[config.mk]
export PLATFORM = sky130hd
export DESIGN_NAME = paddle_input_ctrl_flat
export DESIGN_NICKNAME = d
export VERILOG_FILES = /design/src/rtl/paddle_input_ctrl_pkg.sv /design/src/rtl/paddle_input_ctrl_if.sv /design/src/rtl/paddle_input_ctrl_key_rise_detect.sv /design/src/rtl/paddle_input_ctrl.sv /design/src/flat_wrapper.sv
export SDC_FILE = /design/constraint.sdc
export NUM_CORES = 1
export LEC_CHECK = 0
export CORE_AREA = 2 2 51 53
export CTS_CLUSTER_DIAMETER = 30
export DETAILED_ROUTE_END_ITERATION = 10
export DIE_AREA = 0 0 53 55
export GPL_TIMING_DRIVEN = 0
export SYNTH_ARGS = -nofsm -noshare
export SYNTH_HDL_FRONTEND = slang
export SYNTH_HIERARCHICAL = 1
export SYNTH_SLANG_ARGS = --single-unit
[constraint.sdc]
create_clock -name clk -period 1.8 [get_ports clk]
set_input_delay 0.27 -clock clk [delete_from_list [all_inputs] [get_ports clk]]
set_output_delay 0.27 -clock clk [all_outputs]
set_load 0.01 [all_outputs]
[src/rtl/paddle_input_ctrl_pkg.sv]
// Shared types and default timing constants for the paddle input controller.
package paddle_ctrl_pkg;

    typedef enum logic [1:0] {
        IDLE   = 2'd0,
        ARMED  = 2'd1,
        DELAY  = 2'd2,
        REPEAT = 2'd3
    } ctrl_state_e;

    typedef enum logic [1:0] {
        DIR_NONE = 2'b00,
        DIR_L    = 2'b01,
        DIR_R    = 2'b10
    } dir_e;

    localparam int DEF_REPEAT_DELAY = 12;
    localparam int DEF_REPEAT_RATE  = 4;
    localparam int DEF_CNT_W        = 6;

endpackage

[src/rtl/paddle_input_ctrl_if.sv]
// Keyboard/frame-timing side of the paddle controller and its move-pulse outputs.
interface paddle_input_ctrl_if;

    logic                  frame_tick;
    logic                  enable;
    logic                  key_l;
    logic                  key_r;
    logic                  move_l;
    logic                  move_r;
    paddle_ctrl_pkg::dir_e dir;

    modport master (
        output frame_tick, enable, key_l, key_r,
        input  move_l, move_r, dir
    );

    modport slave (
        input  frame_tick, enable, key_l, key_r,
        output move_l, move_r, dir
    );

endinterface

[src/rtl/paddle_input_ctrl_key_rise_detect.sv]
// Registers the previous key level and flags a 0->1 transition in the current cycle.
module key_rise_detect (
    input  logic clk,
    input  logic reset,
    input  logic key,
    output logic rise
);

    logic prev_q;

    always_ff @(posedge clk) begin
        if (reset) begin
            prev_q <= 1'b0;
        end else begin
            prev_q <= key;
        end
    end

    assign rise = key & ~prev_q;

endmodule

[src/rtl/paddle_input_ctrl.sv]
// Turns held Left/Right key levels into frame-aligned single-cycle move pulses:
// one pulse per press, typematic repeat after a hold delay, last-pressed key wins.
module paddle_input_ctrl
    import paddle_ctrl_pkg::*;
#(
    parameter int REPEAT_DELAY = DEF_REPEAT_DELAY,
    parameter int REPEAT_RATE  = DEF_REPEAT_RATE,
    parameter int CNT_W        = DEF_CNT_W
) (
    input  logic              clk,
    input  logic              reset,
    paddle_input_ctrl_if.slave bus
);

    localparam int CNT_MAX = (1 << CNT_W) - 1;

    generate
        if (REPEAT_DELAY < 1 || REPEAT_DELAY > CNT_MAX ||
            REPEAT_RATE  < 1 || REPEAT_RATE  > CNT_MAX) begin : g_bad_param
            $error("paddle_input_ctrl: repeat parameters out of range for CNT_W");
        end
    endgenerate

    logic              rise_l;
    logic              rise_r;
    logic              switch_key;
    logic              new_press;
    logic              pulse;
    logic              en_q;
    logic              move_l_q;
    logic              move_r_q;
    dir_e              act_q;
    dir_e              act_nxt;
    ctrl_state_e       state_q;
    ctrl_state_e       state_nxt;
    logic [CNT_W-1:0]  cnt_q;
    logic [CNT_W-1:0]  cnt_nxt;
    logic [CNT_W-1:0]  cnt_inc;

    key_rise_detect u_rise_l (
        .clk   (clk),
        .reset (reset),
        .key   (bus.key_l),
        .rise  (rise_l)
    );

    key_rise_detect u_rise_r (
        .clk   (clk),
        .reset (reset),
        .key   (bus.key_r),
        .rise  (rise_r)
    );

    // Active key tracks the keyboard even while paused so re-enable picks the right key.
    always_comb begin
        act_nxt    = act_q;
        switch_key = 1'b0;
        if (rise_l) begin
            act_nxt = DIR_L;
        end else if (rise_r) begin
            act_nxt = DIR_R;
        end else if (act_q == DIR_L && !bus.key_l) begin
            act_nxt    = bus.key_r ? DIR_R : DIR_NONE;
            switch_key = bus.key_r;
        end else if (act_q == DIR_R && !bus.key_r) begin
            act_nxt    = bus.key_l ? DIR_L : DIR_NONE;
            switch_key = bus.key_l;
        end
    end

    assign new_press = rise_l | rise_r | switch_key |
                       (bus.enable & ~en_q & (act_nxt != DIR_NONE));

    assign cnt_inc = cnt_q + CNT_W'(1);

    // Release or pause wins over everything, then a new press, then tick-driven timing.
    always_comb begin
        state_nxt = state_q;
        cnt_nxt   = cnt_q;
        pulse     = 1'b0;
        if (!bus.enable || act_nxt == DIR_NONE) begin
            state_nxt = IDLE;
            cnt_nxt   = '0;
        end else if (new_press) begin
            state_nxt = ARMED;
            cnt_nxt   = '0;
        end else if (bus.frame_tick) begin
            case (state_q)
                IDLE: begin
                    state_nxt = IDLE;
                end
                ARMED: begin
                    pulse     = 1'b1;
                    cnt_nxt   = '0;
                    state_nxt = DELAY;
                end
                DELAY: begin
                    if (cnt_inc == CNT_W'(REPEAT_DELAY)) begin
                        pulse     = 1'b1;
                        cnt_nxt   = '0;
                        state_nxt = REPEAT;
                    end else begin
                        cnt_nxt = cnt_inc;
                    end
                end
                REPEAT: begin
                    if (cnt_inc == CNT_W'(REPEAT_RATE)) begin
                        pulse   = 1'b1;
                        cnt_nxt = '0;
                    end else begin
                        cnt_nxt = cnt_inc;
                    end
                end
                default: begin
                    state_nxt = IDLE;
                    cnt_nxt   = '0;
                end
            endcase
        end
    end

    always_ff @(posedge clk) begin
        if (reset) begin
            state_q  <= IDLE;
            cnt_q    <= '0;
            act_q    <= DIR_NONE;
            en_q     <= 1'b0;
            move_l_q <= 1'b0;
            move_r_q <= 1'b0;
        end else begin
            state_q  <= state_nxt;
            cnt_q    <= cnt_nxt;
            act_q    <= act_nxt;
            en_q     <= bus.enable;
            move_l_q <= pulse && (act_nxt == DIR_L);
            move_r_q <= pulse && (act_nxt == DIR_R);
        end
    end

    assign bus.move_l = move_l_q;
    assign bus.move_r = move_r_q;
    assign bus.dir    = (state_q == IDLE) ? DIR_NONE : act_q;

    a_move_excl: assert property (@(posedge clk) !(move_l_q && move_r_q));

endmodule

[src/flat_wrapper.sv]
// flat-port wrapper written by rule: the top's interface ports become plain ports
module paddle_input_ctrl_flat import paddle_ctrl_pkg::*;
#(
    parameter int REPEAT_DELAY = DEF_REPEAT_DELAY,
    parameter int REPEAT_RATE  = DEF_REPEAT_RATE,
    parameter int CNT_W        = DEF_CNT_W
)
  (clk, reset, bus_frame_tick, bus_enable, bus_key_l, bus_key_r, bus_move_l, bus_move_r, bus_dir);
  paddle_input_ctrl_if bus_i ();
  input  logic clk;
  input  logic reset;
  input wire logic [$bits(bus_i.frame_tick)-1:0] bus_frame_tick;
  input wire logic [$bits(bus_i.enable)-1:0] bus_enable;
  input wire logic [$bits(bus_i.key_l)-1:0] bus_key_l;
  input wire logic [$bits(bus_i.key_r)-1:0] bus_key_r;
  output wire logic [$bits(bus_i.move_l)-1:0] bus_move_l;
  output wire logic [$bits(bus_i.move_r)-1:0] bus_move_r;
  output wire logic [$bits(bus_i.dir)-1:0] bus_dir;
  assign bus_i.frame_tick = bus_frame_tick;
  assign bus_i.enable = bus_enable;
  assign bus_i.key_l = bus_key_l;
  assign bus_i.key_r = bus_key_r;
  assign bus_move_l = bus_i.move_l;
  assign bus_move_r = bus_i.move_r;
  assign bus_dir = bus_i.dir;
  paddle_input_ctrl #(.REPEAT_DELAY(REPEAT_DELAY), .REPEAT_RATE(REPEAT_RATE), .CNT_W(CNT_W)) u_core (.clk(clk), .reset(reset), .bus(bus_i));
endmodule
==> flow_summary.json <==
{
  "status": "complete, no violations",
  "grt_max_degree": 9,
  "drv_slew": 0,
  "internal_power_mw": 0.464,
  "htree_levels": 1,
  "max_slew.worst_pin.slew_ns": 0.395,
  "critical_path.cell_chain": "and3_4 > xor2_4 > mux2i_1 > nand4b_1 > a21oi_1",
  "vias_per_cell": 5.26,
  "hp-class": "in -> reg",
  "diodes": 0,
  "switching_power_mw": 0.150,
  "clkTransAtPathRegs_ns": 0.09,
  "synth_area_leaders": "dfxtp_1 33%, ha_1 8.4%, nor2_1 6.3%",
  "cp_slowest_cell": "dfxtp_1",
  "yosys.area_share.simple_pct": 33.0,
  "io_pins": 10,
  "vias": 758,
  "drc": 0,
  "fin_skew_ns": 0.00154,
  "cpPeakStageDelay_ns": 0.46,
  "rows": 18,
  "synthXorXnorAreaFrac_pct": 4.04,
  "fillers": 237,
  "cts_buffer_depth": 2,
  "coreArea_um2": 2360,
  "cts_num_sinks": 15,
  "area_growth_pct": 22.3,
  "path_buf_inv": 0,
  "whs_path_depth": 2,
  "power_frac_clock_pct": 30.6,
  "crit_family": "flip-flops",
  "ys_types": 32,
  "setup_viol": 0,
  "ys_seq_elements": 15,
  "arrival_ns": 1.90,
  "power.leakage_nw": 0.385,
  "grt_pass1_vias": 689,
  "gr-usage-all-layers_pct": 14.0,
  "final-hold-violation-count": 0,
  "max_clock_freq_mhz": 591,
  "tritoncts": "built",
  "yosys_warnings": 6,
  "yosys.area.top_type_share_pct": 33.4,
  "multi_input_area_um2": 633,
  "synth_compound_area_share_pct": 17.0,
  "chipHeight_um": 55,
  "clk_latency_ns": 0.28,
  "critPathKind": "reg -> reg",
  "hpwlAfterDp_um": 1350,
  "synth_top_family_by_area": "simple AND/OR/NAND/NOR gates",
  "cts-root-buf": "clkbuf_4",
  "start_util_pct": 38.0,
  "cp-start-kind": "flop",
  "yosys.area_share.adder_pct": 8.36,
  "drtIter0Drc": 14,
  "drive_gt1_share_pct": 16.7,
  "wl_per_cell_um": 12.7,
  "cp.required_ns": 2.01,
  "netlist_area_um2": 898,
  "layout_common_cells": "14 x nor2_1, 12 x dfxtp_1, 7 x nor2b_1, 7 x o21ai_0, 7 x a21oi_1",
  "fin_total_pwr_mw": 0.614,
  "finalCriticalPeriod_ns": 1.69,
  "finalWirelength_um": 1830,
  "cp_max_fo": 6,
  "syn_avg_cell_area_um2": 8.89,
  "grt_overflow": 0,
  "final_nets": 127,
  "dr.pass1.iters": 4,
  "seq_area_um2": 304,
  "min_to": "u_core/u_rise_l/prev_q$_SDFF_PP0_",
  "die_area_um2": 2920,
  "slew_headroom_pct": 73.4,
  "worst_ir_drop_vdd_mv": 0.460,
  "fin_setup_tns_ns": 0,
  "min-delay-start": "bus_key_l",
  "reg2reg_from": "u_core/cnt_q[2]$_SDFFE_PP0P_",
  "die_x_um": 53,
  "rrSetupSlack_ns": 0.11,
  "syn_nets": 113,
  "powerDensity_nw_per_um2": 559,
  "sw_frac_of_total_pct": 24.5,
  "postRouteAntennaNets": 0,
  "place.gp.congestion": 0.842,
  "synth_mux_area_share_pct": 3.34,
  "cts_made_buffers": 3,
  "yosysTopAreaCell": "dfxtp_1",
  "antenna_found_initial": 0,
  "grt_pass1_wl_um": 2950,
  "comb_power_share_pct": 12.3,
  "max-cap-violations": 0,
  "p_seq_share_pct": 57.1,
  "reg2reg_to": "u_core/cnt_q[2]$_SDFFE_PP0P_",
  "end_kind": "flop",
  "syn_inst": 101,
  "cts_hold_buf": 0,
  "fin_crit_sh_pct": 94.0,
  "ys_seq_area_share_pct": 33.4,
  "final_common_cell": "nor2_1",
  "io_buffers": 9,
  "reg2reg_depth": 5
}
## flip-flops by register name, summed over array words and instances (netlist names)
register and flops:
u_core/u_rise_r/prev_q 1, u_core/cnt_q 6, u_core/u_rise_l/prev_q 1, u_core/state_q 2, u_core/act_q 2, u_core/en_q 1
u_core/bus.move_r 1, u_core/bus.move_l 1
## synthesized netlist by cell type, drive strengths merged
master	number
nand2b	1
a32oi	1
nor3	5
o21ai	8
xnor2	1
and3	2
a22oi	1
mux2i	3
a21oi	7
nor2b	11
nand4	3
nand4b	1
nand3b	1
a211oi	1
dfxtp	15
nand2	4
nor2	15
or3	1
a31oi	2
nor4b	1
o211ai	2
xor2	1
ha	6
or3b	1
a2bb2oi	1
nand3	1
inv	2
nor3b	1
a41oi	2
## metal layers
layer | vias up | global-route usage, % | wire length [um]
met5 | - | 0 | 0
met4 | 0 | 8.12 | 15
met3 | 2 | 2.69 | 50
met2 | 9 | 21.9 | 828
met1 | 352 | 18.2 | 931
li1 | 395 | - | -
## final cells by class
class,count,area share [%]
sequential,15,27.7
tap,30,3.42
multi-input combinational,84,57.6
clock buffer,4,2.39
timing repair buffer,9,8.20
inverter,2,0.683
## cells by family (layout without fill, tap and decap cells)
logic type | Yosys count | count (layout)
fa+ha+maj | 6 | 6
flops | 15 | 15
mux | 3 | 3
simple gates | 48 | 48
buf+inv | 2 | 15
xor+xnor | 2 | 2
compound gates | 25 | 25
## worst max path at each step
stage	start	endpoint	slack [ns]	cells after the start
floorplan	u_core/cnt_q[0]$_SDFFE_PP0P_	u_core/bus.move_r$_SDFF_PP0_	0.24	6
global placement	bus_key_l	u_core/cnt_q[4]$_SDFFE_PP0P_	-0.29	7
detailed placement	bus_key_l	u_core/cnt_q[4]$_SDFFE_PP0P_	-0.28	7
CTS	bus_key_l	u_core/cnt_q[4]$_SDFFE_PP0P_	0.007	7
global route	bus_key_r	u_core/bus.move_r$_SDFF_PP0_	-0.03	7
finish	u_core/cnt_q[2]$_SDFFE_PP0P_	u_core/cnt_q[2]$_SDFFE_PP0P_	0.11	5
## repair_timing
item,CTS,global route
setup endpoints to repair,2,10
gates cloned,0,0
gates resized for setup,4,10
buffers inserted,0,0
## power by group through the flow
stage | sequential (mW) | clock [mW] | combinational [mW]
2_1_floorplan | 0.355 | 0 | 0.0448
4_1_cts | 0.350 | 0.209 | 0.0726
5_1_grt | 0.352 | 0.219 | 0.0837
6_report | 0.351 | 0.188 | 0.0757
3_5_place_dp | 0.358 | 0 | 0.0726
3_3_place_gp | 0.357 | 0 | 0.0719
## through the flow
step / setup slack [ns] / instances / hold WS (ns) / util, % / area (um^2)
2_1_floorplan: 0.244 / 101 / 0.334 / - / 898
3_3_place_gp: -0.290 / 140 / 0.481 / 43.4 / 1030
3_5_place_dp: -0.275 / 140 / 0.491 / 43.4 / 1030
4_1_cts: 0.00700 / 144 / 0.504 / 44.5 / 1050
5_1_grt: -0.0288 / 144 / 0.358 / 46.5 / 1100
6_report: 0.108 / 144 / 0.372 / 46.5 / 1100
Note: power is estimated with default switching activity, not from simulation.
